### config.mk
export PLATFORM = sky130hd
export DESIGN_NAME = pid_d_term_seq
export DESIGN_NICKNAME = d
export VERILOG_FILES = /design/src/rtl/pid_d_term_seq.sv
export SDC_FILE = /design/constraint.sdc
export NUM_CORES = 1
export LEC_CHECK = 0
export ABC_AREA = 1
export BUFFER_PORTS_ARGS = -buffer_cell sky130_fd_sc_hd__buf_2
export CAP_MARGIN = 20
export CORE_MARGIN = 2
export CORE_UTILIZATION = 45
export CTS_CLUSTER_DIAMETER = 40
export DETAILED_ROUTE_END_ITERATION = 16
export PLACE_DENSITY_LB_ADDON = 0.3
export SLEW_MARGIN = 5
export SYNTH_ARGS = -nofsm -noshare
export SYNTH_HDL_FRONTEND = slang
export SYNTH_SLANG_ARGS = --single-unit
### constraint.sdc
create_clock -name Clk_G -period 6.5 [get_ports Clk_G]
set_clock_uncertainty 0.05 [all_clocks]
set_input_delay 0.325 -clock Clk_G [delete_from_list [all_inputs] [get_ports Clk_G]]
set_output_delay 0.325 -clock Clk_G [all_outputs]
set_load 0.005 [all_outputs]
### src/rtl/pid_d_term_seq.sv
// Derivative term of the servo PID loop: backward difference of the error sample times a
// loadable gain Kd, computed with a serial shift-add multiplier, then shifted and saturated.
module pid_d_term_seq #(
    parameter int unsigned W     = 13,
    parameter int unsigned OUT_W = 2 * W,
    parameter int unsigned FRAC  = 0
) (
    input  logic                    Clk_G,
    input  logic                    Rst_G,
    input  logic signed [W-1:0]     Pot,
    input  logic                    Rx_En,
    input  logic signed [W-1:0]     Kd_In,
    input  logic                    Kd_Ld,
    output logic signed [OUT_W-1:0] R_Mul_D,
    output logic                    Done,
    output logic                    Busy,
    output logic                    Sat,
    output logic                    Ovr_Run
);

    localparam int unsigned PW = 2 * W;
    localparam int unsigned CW = $clog2(W + 1);
    localparam logic signed [PW-1:0] SAT_MAX = PW'({(OUT_W - 1){1'b1}});
    localparam logic signed [PW-1:0] SAT_MIN = ~SAT_MAX;

    typedef enum logic [1:0] {IDLE, DIFF, MUL, SAT} state_t;

    state_t state, state_next;

    logic signed [W-1:0] e_cur, e_prev, kd_reg;
    logic                prev_valid;
    logic [CW-1:0]       cnt;
    logic [W-1:0]        mplier;
    logic [PW-1:0]       mcand, acc;
    logic                neg;

    logic signed [W:0]    diff_c;
    logic [W-1:0]         diff_mag_c, kd_mag_c;
    logic signed [PW-1:0] prod_c, shifted_c, clamped_c;
    logic                 sat_c;

    // State register
    always_ff @(posedge Clk_G or negedge Rst_G) begin
        if (!Rst_G) state <= IDLE;
        else        state <= state_next;
    end

    // Next-state logic: DIFF and SAT take one cycle, MUL one cycle per multiplier bit
    always_comb begin
        state_next = state;
        case (state)
            IDLE:    if (Rx_En) state_next = DIFF;
            DIFF:    state_next = MUL;
            MUL:     if (cnt == CW'(W - 1)) state_next = SAT;
            SAT:     state_next = IDLE;
            default: state_next = IDLE;
        endcase
    end

    // Operand preparation: sign-magnitude split of the difference and the gain
    always_comb begin
        diff_c     = '0;
        if (prev_valid) diff_c = {e_cur[W-1], e_cur} - {e_prev[W-1], e_prev};
        diff_mag_c = diff_c[W] ? W'(-diff_c) : W'(diff_c);
        kd_mag_c   = kd_reg[W-1] ? W'(-kd_reg) : W'(kd_reg);
    end

    // Result shaping: restore sign, arithmetic shift (floor), clamp to the output range
    always_comb begin
        prod_c    = neg ? PW'(-acc) : acc;
        shifted_c = prod_c >>> FRAC;
        clamped_c = shifted_c;
        sat_c     = 1'b0;
        if (shifted_c > SAT_MAX) begin
            clamped_c = SAT_MAX;
            sat_c     = 1'b1;
        end else if (shifted_c < SAT_MIN) begin
            clamped_c = SAT_MIN;
            sat_c     = 1'b1;
        end
    end

    // Datapath and registered outputs
    always_ff @(posedge Clk_G or negedge Rst_G) begin
        if (!Rst_G) begin
            e_cur      <= '0;
            e_prev     <= '0;
            prev_valid <= 1'b0;
            kd_reg     <= '0;
            cnt        <= '0;
            mplier     <= '0;
            mcand      <= '0;
            acc        <= '0;
            neg        <= 1'b0;
            R_Mul_D    <= '0;
            Done       <= 1'b0;
            Busy       <= 1'b0;
            Sat        <= 1'b0;
            Ovr_Run    <= 1'b0;
        end else begin
            if (Kd_Ld) kd_reg <= Kd_In;
            if (Rx_En && state != IDLE) Ovr_Run <= 1'b1;
            Done <= (state == SAT);
            Busy <= (state_next != IDLE) || (state == SAT);
            case (state)
                IDLE: if (Rx_En) e_cur <= Pot;
                DIFF: begin
                    e_prev     <= e_cur;
                    prev_valid <= 1'b1;
                    mcand      <= PW'(diff_mag_c);
                    mplier     <= kd_mag_c;
                    neg        <= diff_c[W] ^ kd_reg[W-1];
                    acc        <= '0;
                    cnt        <= '0;
                end
                MUL: begin
                    if (mplier[0]) acc <= acc + mcand;
                    mcand  <= mcand << 1;
                    mplier <= mplier >> 1;
                    cnt    <= cnt + CW'(1);
                end
                SAT: begin
                    R_Mul_D <= OUT_W'(clamped_c);
                    Sat     <= sat_c;
                end
                default: ;
            endcase
        end
    end

endmodule

==> qor.json <==
{
  "floorplan": {
    "ios": 60,
    "die_w_um": 144.5,
    "rows": 51,
    "die-area_um2": 20870,
    "die_h_um": 144.5,
    "floorplan.core_area_um2": 19400,
    "initial_core_utilization_pct": 45.77
  },
  "logic_synthesis": {
    "async_flop_share_pct": 100.0,
    "synth-seq-cells": 142,
    "synthesis.area_um2": 8879,
    "ys.warnings.count": 0,
    "synth_fp_nets": 1250,
    "synth-edff-count": 0,
    "synth_cell_types": 48,
    "postSynthCellCount": 1171,
    "ys_top_cells_by_count": "274 x nand2_1, 169 x inv_1, 142 x dfrtp_1, 93 x o21ai_0, 92 x nor2_1",
    "most_area_consuming_cells_after_synthesis": "dfrtp_1 40%, nand2_1 12%, inv_1 7.1%, ha_1 6.6%, o21ai_0 5.2%",
    "netlist.area_leader.share_pct": 40.02,
    "synth.most_common_cell": "nand2_1",
    "avg_synthesized_cell_area_um2": 7.582,
    "yosysSeqAreaShare_pct": 40.02,
    "netlist.top_cell.by_area": "dfrtp_1",
    "synth_ff_type": "dfrtp_1"
  },
  "critical_path": {
    "crit_path_max_incr_delay_ns": 0.52,
    "critical_path_class": "flop to flop",
    "worstPathCellList": "inv_1, ha_1, nand2_1, inv_1, a21oi_1, buf_4, inv_1, o22ai_1",
    "cp_data_arrival_time_ns": 3.23,
    "crit_path_max_fanout": 17,
    "critPathMostFrequentCell": "inv_1",
    "cp_slowest_cell": "inv_1",
    "critical_path_buf_inv_count": 4,
    "setup.worst_path.end_class": "flop",
    "crit_path_start_kind": "flop",
    "worstPathRequired_ns": 6.72,
    "critical_path.top_delay_family": "buffers and inverters"
  },
  "sta": {
    "slew_violations": 0,
    "timing.fmax_mhz": 331.7,
    "final_cycle_utilization_of_the_critical_path_pct": 46.37,
    "hold_violations": 0,
    "tightest_slew_ns": 1.013,
    "number_of_setup_violations_in_the_final_report": 0,
    "unrepaired_setup_endpoints_after_global_routing": "false",
    "finalSetupTns_ns": 0,
    "post-route-min-period_ns": 3.014,
    "layout_setup_ws_ns": 3.486,
    "timing.max_slew.rel_slack_pct": 32.31
  },
  "cts": {
    "cts_made_buffers": 17,
    "postCtsResizedCells": 0,
    "postCtsSetupRepairBufs": 0,
    "cts.reportedPaths.clkPinSlew_ns": 0.07,
    "clock_sink_count": 142,
    "tritoncts_clock_tree": "yes",
    "worst_skew_pair.late_latency_ns": 0.42,
    "h_tree_depth": 4,
    "ctsRootBufferMaster": "clkbuf_16",
    "ctsHoldBuffers": 1,
    "clock_path_buffers": 2
  },
  "detailed_routing": {
    "final_antenna_net_count": 0,
    "via_count": 7668,
    "route.detailed.wl_per_inst_um": 14.45,
    "totalWireLength_mm": 21.70,
    "routed_via_density": 5.105,
    "drt_first_pass_iters": 5,
    "drt_iter0_markers": 494,
    "post-route-drc-count": 0
  },
  "global_routing": {
    "grt_use_total_pct": 22.05,
    "grt_antenna_before_repair": 0,
    "wire_length_of_the_first_global_routing_pass_mm": 36.29,
    "first_global_vias": 7342,
    "globalRouteOverflowTotal": 0,
    "pin_count_of_the_biggest_net_entering_global_routing": 78
  },
  "layout": {
    "largest_registers_in_the_final_layout": "R_Mul_D: 26 flops, acc: 26 flops, mcand: 26 flops",
    "antenna_cells_inserted": 0,
    "post_route_cells_drive_above_1_share_pct": 11.16,
    "area_growth_pct": 13.35,
    "final_util_pct": 51.88,
    "final_layout_net_count": 1303,
    "non_filler_instance_count_after_layout": 1502
  },
  "placed_design": {
    "pre_cts_ws_ns": 3.542,
    "port-buffer-count": 59,
    "gpl.final_weighted_congestion": 0.9337,
    "post-place-cells": 1468,
    "dpl.hpwl_mm": 16.62
  },
  "pwr": {
    "cellPowerDensity_nw_per_um2": 545.3,
    "power.leakage_nw": 5.048,
    "peak_ir_drop_on_the_vdd_network_uv": 224.6,
    "final_total_power_mw": 5.488
  },
  "job": {
    "cap_violations": 0
  },
  "run_status": {
    "outcome": "finished, final reports clean"
  },
  "worst_hold_path": {
    "worst_min_delay_path_category": "input pin to flop"
  }
}
[final timing paths]
check,depth (start not counted),start,endpoint,slack (ns)
min in group asynchronous,2,Rst_G,R_Mul_D[6]$_DFFE_PN0P_,0.45
max,8,state[0]$_DFF_PN0_,acc[14]$_DFFE_PN0P_,3.49
min,3,Kd_In[5],kd_reg[5]$_DFFE_PN0P_,0.05
max reg2reg,8,state[0]$_DFF_PN0_,acc[14]$_DFFE_PN0P_,3.49
max in group asynchronous,3,Rst_G,mcand[15]$_DFFE_PN0P_,4.65
min reg2reg,1,Ovr_Run$_DFFE_PN0P_,Ovr_Run$_DFFE_PN0P_,0.41
[per-layer routing]
metal  track usage (%)  wire length [um]  up-vias
li1                  -                 -     3966
met1             30.42             10710     3519
met2             35.64              9773      155
met3             3.377               804       28
met4             7.154               410        0
met5                 0                 0        -
[power breakdown]
part	internal, mW	leakage, nW	total, mW	switching (mW)
sequential	1.20	1.80	1.43	0.230
clock	0.620	0.298	1.02	0.402
combinational	1.08	2.95	3.04	1.95
total	2.90	5.05	5.49	2.58
[worst min-delay path: cells and delay by family]
kind	cells	cell delay, ns
buffers and inverters	1	0.07
AO/OA/AOI/OAI	1	0.05
AND/OR/NAND/NOR	1	0.04
[area by class of cell]
cell class	count	area, um^2
clock inverters	14	180.2
clock buffers	18	439.2
flip-flops and latches	142	3553
multi-input cells	825	4546
repair buffers	67	371.6
inverters	171	641.9
well taps	265	331.6
fillers	1949	9335
[cells by family (layout without fill, tap and decap cells)]
group                      count (synthesis)  count (layout)  synth area share [%]
and+or+nand+nor                          497             497                 23.66
muxes                                     13              13                 1.649
xor gates and xnor gates                  41              41                 4.044
AOI/OAI and AO/OA                        225             225                 14.77
buffers and inverters                    204             270                 8.780
DFF                                      142             142                 40.02
adders and majority gates                 49              49                 7.074
[stage by stage]
| step | instance area (um^2) | hold WS (ns) |
|---|---|---|
| 6_report | 10060 | 0.05074 |
| 5_1_grt | 10060 | 0.04728 |
| 4_1_cts | 10050 | 0.04269 |
| 3_5_place_dp | 9419 | 0.3518 |
| 3_3_place_gp | 9419 | 0.3431 |
| 2_1_floorplan | 8879 | -0.02059 |
[layout by cell type (no fill, tap or decap), types with 4 or more instances in the layout]
master,synthesis,layout
nand2_2,9,9
xnor2_1,10,10
o22ai_1,31,31
clkbuf_16,0,17
o21bai_1,13,13
ha_1,47,47
or2_2,6,6
o21ai_1,4,4
nor3_1,14,14
inv_6,0,4
buf_2,2,58
a21oi_1,47,47
a31oi_1,6,6
nor2_1,92,92
clkinv_4,0,4
xor2_1,31,31
o221ai_1,11,11
inv_1,169,169
dfrtp_1,142,142
mux2_2,13,13
nand4_1,16,16
o21ai_0,93,93
buf_4,0,6
nand3_1,72,72
nand2_1,274,274
Power figures use the tool's default switching activity.
